**src/rtl/psum_issuer_if.sv**
```systemverilog
// rtl/psum_issuer_if.sv - vector intake and accumulator-side handshake bundle for psum_issuer
interface psum_issuer_if #(
  parameter int W_IN  = 18,
  parameter int BEATS = 2
);
  logic                  vec_valid;
  logic                  vec_ready;
  logic [BEATS*W_IN-1:0] vec_data;
  logic                  out_valid;
  logic [W_IN-1:0]       partial_sum;
  logic                  result_valid;

  // environment side: supplies vectors and the accumulator completion pulse
  modport master (
    output vec_valid, vec_data, result_valid,
    input  vec_ready, out_valid, partial_sum
  );

  // issuer side
  modport slave (
    input  vec_valid, vec_data, result_valid,
    output vec_ready, out_valid, partial_sum
  );
endinterface

```
**src/rtl/psum_issuer.sv**
```systemverilog
// rtl/psum_issuer.sv - serialises a packed vector of partial sums into back-to-back accumulator beats
module psum_issuer #(
  parameter int W_IN        = 18,
  parameter int BEATS       = 2,
  parameter bit WAIT_RESULT = 1'b1
) (
  input  logic         clk,
  input  logic         rst,
  psum_issuer_if.slave bus,
  output logic         busy,
  output logic [15:0]  vec_count,
  output logic         err_spurious
);

  localparam logic [1:0] IDLE = 2'd0;
  localparam logic [1:0] SEND = 2'd1;
  localparam logic [1:0] WAIT = 2'd2;

  localparam int            CW        = (BEATS > 1) ? $clog2(BEATS) : 1;
  localparam logic [CW-1:0] LAST_BEAT = CW'(BEATS - 1);

  logic [1:0]            state;
  logic [CW-1:0]         beat;     // index of the beat currently on partial_sum
  logic [BEATS*W_IN-1:0] pending;  // beats not yet presented, next one in the low slice

  logic handshake;
  logic last_beat;
  logic completion;
  logic spurious;

  assign bus.vec_ready = (state == IDLE);
  assign busy          = (state != IDLE);

  // decode handshake, completion and unexpected result pulses from the current state
  always_comb begin
    handshake  = bus.vec_valid & bus.vec_ready;
    last_beat  = (state == SEND) && (beat == LAST_BEAT);
    completion = 1'b0;
    spurious   = 1'b0;
    if (WAIT_RESULT) begin
      completion = bus.result_valid && (last_beat || (state == WAIT));
      spurious   = bus.result_valid && ((state == IDLE) || ((state == SEND) && !last_beat));
    end else begin
      completion = last_beat;
      spurious   = bus.result_valid;
    end
  end

  // vector FSM and registered beat outputs; beat 0 is loaded straight from vec_data at the handshake
  always_ff @(posedge clk) begin
    if (rst) begin
      state           <= IDLE;
      beat            <= '0;
      pending         <= '0;
      bus.out_valid   <= 1'b0;
      bus.partial_sum <= '0;
    end else begin
      case (state)
        IDLE: begin
          if (handshake) begin
            state           <= SEND;
            beat            <= '0;
            bus.out_valid   <= 1'b1;
            bus.partial_sum <= bus.vec_data[W_IN-1:0];
            pending         <= bus.vec_data >> W_IN;
          end
        end
        SEND: begin
          if (last_beat) begin
            bus.out_valid   <= 1'b0;
            bus.partial_sum <= '0;
            // a result pulse coinciding with the last beat already completes the vector
            if (!WAIT_RESULT || bus.result_valid) begin
              state <= IDLE;
            end else begin
              state <= WAIT;
            end
          end else begin
            beat            <= beat + CW'(1);
            bus.partial_sum <= pending[W_IN-1:0];
            pending         <= pending >> W_IN;
          end
        end
        WAIT: begin
          if (bus.result_valid) begin
            state <= IDLE;
          end
        end
        default: begin
          state <= IDLE;
        end
      endcase
    end
  end

  // completed-vector counter and sticky spurious-result flag
  always_ff @(posedge clk) begin
    if (rst) begin
      vec_count    <= 16'd0;
      err_spurious <= 1'b0;
    end else begin
      if (completion) begin
        vec_count <= vec_count + 16'd1;
      end
      if (spurious) begin
        err_spurious <= 1'b1;
      end
    end
  end

endmodule

```
**src/flat_wrapper.sv**
```systemverilog
// flat-port wrapper written by rule: the top's interface ports become plain ports
module psum_issuer_flat 
#(
  parameter int W_IN        = 18,
  parameter int BEATS       = 2,
  parameter bit WAIT_RESULT = 1'b1
)
  (clk, rst, busy, vec_count, err_spurious, bus_vec_valid, bus_vec_data, bus_result_valid, bus_vec_ready, bus_out_valid, bus_partial_sum);
  psum_issuer_if #(.W_IN(W_IN), .BEATS(BEATS)) bus_i ();
  input  logic clk;
  input  logic rst;
  output logic busy;
  output logic [15:0] vec_count;
  output logic err_spurious;
  input wire logic [$bits(bus_i.vec_valid)-1:0] bus_vec_valid;
  input wire logic [$bits(bus_i.vec_data)-1:0] bus_vec_data;
  input wire logic [$bits(bus_i.result_valid)-1:0] bus_result_valid;
  output wire logic [$bits(bus_i.vec_ready)-1:0] bus_vec_ready;
  output wire logic [$bits(bus_i.out_valid)-1:0] bus_out_valid;
  output wire logic [$bits(bus_i.partial_sum)-1:0] bus_partial_sum;
  assign bus_i.vec_valid = bus_vec_valid;
  assign bus_i.vec_data = bus_vec_data;
  assign bus_i.result_valid = bus_result_valid;
  assign bus_vec_ready = bus_i.vec_ready;
  assign bus_out_valid = bus_i.out_valid;
  assign bus_partial_sum = bus_i.partial_sum;
  psum_issuer #(.W_IN(W_IN), .BEATS(BEATS), .WAIT_RESULT(WAIT_RESULT)) u_core (.clk(clk), .rst(rst), .bus(bus_i), .busy(busy), .vec_count(vec_count), .err_spurious(err_spurious));
endmodule
```
**config.mk**
```make
export PLATFORM = sky130hd
export DESIGN_NAME = psum_issuer_flat
export DESIGN_NICKNAME = d
export VERILOG_FILES = /design/src/rtl/psum_issuer_if.sv /design/src/rtl/psum_issuer.sv /design/src/flat_wrapper.sv
export SDC_FILE = /design/constraint.sdc
export NUM_CORES = 1
export LEC_CHECK = 0
export CAP_MARGIN = 20
export CORE_MARGIN = 4
export CORE_UTILIZATION = 46
export CTS_CLUSTER_SIZE = 24
export DETAILED_ROUTE_END_ITERATION = 10
export PLACE_DENSITY = 0.89
export SYNTH_ARGS = -nofsm -noshare
export SYNTH_HDL_FRONTEND = slang
export SYNTH_SLANG_ARGS = --single-unit
```
**constraint.sdc**
```tcl
create_clock -name clk -period 1.7 [get_ports clk]
set_clock_uncertainty 0.05 [all_clocks]
set_input_delay 0.34 -clock clk [delete_from_list [all_inputs] [get_ports clk]]
set_output_delay 0.34 -clock clk [all_outputs]
set_load 0.005 [all_outputs]
```
==> results.md <==
- Kind of end point of the critical path: primary output
- Cell Rows: 26
- Count of pins on the block boundary: 78
- Hold Violations, Final: 0
- Remaining Overflow, GRT: 0
- CTS tree: yes
- Area contributors post-synth: sky130_fd_sc_hd__dfxtp_1 (47%), sky130_fd_sc_hd__nor2_1 (8.4%), sky130_fd_sc_hd__a21oi_1 (6.0%)
- Avg Cell Area, Syn: a little under 9 um^2
- Transition time at the pin with the least slew margin: between 0.2 and 0.3 ns
- Leakage power: between 1 and 1.5 nW
- Number of vias after detailed routing: approximately 2,300
- Count of H-tree levels built during CTS: 3
- Startpoint of the worst setup timing path: u_core.vec_count[11]
- Commonest register cell after synthesis: sky130_fd_sc_hd__dfxtp_1
- Beginning of the worst register-to-register path: u_core.state[0]
- Clock-pin slew reported for the worst setup and hold paths after clock tree synthesis: approximately 0.06 ns
- Mapped Nets: approximately 310
- Maximum operating frequency: ~610 MHz
- Number of nets in the finished design: about 410
- Async set-or-reset flop fraction in the synthesized netlist: 0
- Total standard cell area after synthesis: 2400 um^2
- Routability-driven placement congestion ratio: 0.761
- Number of unique standard cell types used by synthesis: 36
- Number of DRC markers after the initial detailed-route iteration: around 120
- Hold-fix buffers, CTS: 0
- Routed vias/inst: between 5 and 6
- Total Power: between 3 and 4 mW
- Worst slew slack as a fraction of its limit: 0.805
- Min-delay worst type: input port to flip-flop
- Crit Path Category: flip-flop to primary output
- Layer with the highest usage: met2
- Delay of the slowest cell on the worst path: 0.53 ns
- Kind of cell adding the most delay to the critical path: buffers and inverters
- Met1 Resource Use GR: 0.245
- Area of the die: approximately 6400 um^2
- Library cell occupying the most area in the post-synthesis netlist: sky130_fd_sc_hd__dfxtp_1
- Fraction of post-synthesis cell area in the top cell type by area: 0.475
- Die width: between 80 and 90 um
- Final worst-path cycle share: 0.959
- Synthesized flop and latch total: 57
- Hold path startpoint: rst
- Met3 layer usage reported by global route: 0.0549
- Placed cell areas: 3370 um^2
- Worst IR Drop VDD: about 0.00084 V
- Area of all placed cells without fillers: between 3000 and 4000 um^2
- WL per Instance: approximately 15 um
- Count of buffering cells on the critical path with inverters included: 1
- Clock net sink count: 57
- Drt first pass iters: 4
- Fin crit period: 1.63 ns
- Cell chain of the critical path: clkdlybuf4s50_1
- Clock latency on the worst-skew pair: 0.32 ns
- Share of the yosys chip area belonging to registers: 0.475
- GR Layer Usage met2: 0.337
- Count of final setup violators: 0
- Max-cap check violation count: 0
- Core Region: 5070 um^2
- Global-route wire length before repair: roughly 10 mm
- Yosys warns: 0
- Estimated wirelength of the detail-placed design: ~4.5 mm
- Worst-case clock buffer depth: 2
- Share of post-route cells with drive strength above 1: 0.159
- Die Height: between 80 and 90 um
- Run status: complete, no violations
- Port buffer count: 77
- Slowest CP cell: sky130_fd_sc_hd__clkdlybuf4s50_1
- Launching element type of the critical path: flip-flop
- Power per unit of standard cell area: between 800 and 900 nW/um^2
- Fin. max-slew vios: 0
- Critical Path RT: ~1.3 ns
- Cell with the most instances after synthesis: sky130_fd_sc_hd__dfxtp_1
- Number of global-route vias before repair: roughly 2,300
- Count of inserted antenna diode cells: 0
- Crit-path max FO: 5
- Cts bufs inserted: 9
- List of most frequent post-synthesis cells: sky130_fd_sc_hd__dfxtp_1 (57), sky130_fd_sc_hd__nor2_1 (54), sky130_fd_sc_hd__a21oi_1 (29)
- Post-synth EDFFs: 0
- Data arrival time of the critical path: approximately 1.2 ns
- Clock root cell: sky130_fd_sc_hd__clkbuf_8
- Syn-to-layout area delta: 50.6%
- Antenna violations before repair: 0
- Total track usage: 0.205
- Number of cells produced by synthesis: 271
- Number of remaining DRC errors: 0
- Final WL: 6.52 mm
- RSZ-0062 raised after global routing: false
- Largest net degree at the start of global routing: a little under 60
- Number of nets with antenna violations after detailed routing: 0
- Initial standard-cell utilization of the core: 0.474
[final timing paths]
path | end | slack [ns] | cells past startpoint
min reg2reg | u_core.bus.partial_sum[1] | 0.45 | 2
max | vec_count[11] | 0.07 | 1
min | u_core.pending[3] | 0.41 | 3
max reg2reg | u_core.vec_count[12] | 0.09 | 4
[cell families after synthesis]
kind of cell / Yosys count / synth area share
muxes: 1 / 0.00416
buffers and inverters: 22 / 0.0447
and+or+nand+nor: 99 / 0.209
AOI/OAI and AO/OA: 84 / 0.237
DFF: 57 / 0.475
adders and majority gates: 1 / 0.00520
xor gates and xnor gates: 7 / 0.0255
[what timing repair did]
| item | CTS | global route |
|---|---|---|
| setup buffers | 0 | 1 |
| resized for setup | 8 | 18 |
| setup endpoints to repair | 6 | 17 |
| pin swaps | 1 | 0 |
[layout by cell type (no fill, tap or decap), types with 4 or more instances in the layout]
master	Yosys	routed
sky130_fd_sc_hd__clkbuf_8	0	13
sky130_fd_sc_hd__xor2_1	6	6
sky130_fd_sc_hd__nand2_1	4	4
sky130_fd_sc_hd__a21oi_1	29	29
sky130_fd_sc_hd__or4_1	4	4
sky130_fd_sc_hd__a22oi_1	18	18
sky130_fd_sc_hd__dfxtp_1	57	50
sky130_fd_sc_hd__a211oi_1	17	17
sky130_fd_sc_hd__nor2_1	54	52
sky130_fd_sc_hd__dfxtp_2	0	5
sky130_fd_sc_hd__nor2b_1	16	16
sky130_fd_sc_hd__clkdlybuf4s50_1	0	69
sky130_fd_sc_hd__or3_1	4	4
sky130_fd_sc_hd__dlymetal6s2s_1	0	5
sky130_fd_sc_hd__o31ai_1	4	4
sky130_fd_sc_hd__buf_4	1	21
sky130_fd_sc_hd__o21ai_0	7	6
sky130_fd_sc_hd__inv_1	4	4
[report_power, final]
group	total (mW)	internal [mW]	switching [mW]	leakage, nW
logic	0.534	0.302	0.232	0.896
clock network	1.19	0.684	0.505	0.102
registers	1.46	1.42	0.0471	0.471
[routing by layer]
layer / part of all wire / up-vias / wire [um]
met5: 0 / - / 0
li1: - / 1166 / -
met4: 0.022 / 0 / 142
met1: 0.43 / 1086 / 2830
met3: 0.050 / 14 / 325
met2: 0.50 / 80 / 3230
[registers in the layout (all words and copies together), names as in the netlist]
name                    count
u_core.err_spurious         1
u_core.state                2
u_core.pending             18
u_core.bus.out_valid        1
u_core.vec_count           16
u_core.bus.partial_sum     18
u_core.beat                 1
[cell type report]
class                           instances  area, um^2
Clock buffer                           14         183
Clock inverter                          2        10.0
Fill cell                             412        1450
Inverter                                4        15.0
Multi-Input combinational cell        192        1190
Sequential cell                        57        1150
Tap cell                               70        87.6
Timing Repair Buffer                  101         985
[per-stage QoR]
step                std cells  setup slack, ns  hold WS (ns)  setup TNS [ns]   util
finish                    440           0.0697         0.409               0  0.714
global route              440          0.00613         0.422               0  0.714
CTS                       439         0.000845         0.412               0  0.703
detailed placement        423           -0.265         0.440           -2.03  0.664
global placement          423           -0.180         0.426          -0.937  0.664
floorplan                 271            0.136         0.369               0      -
(Power assumes the default switching activity.)
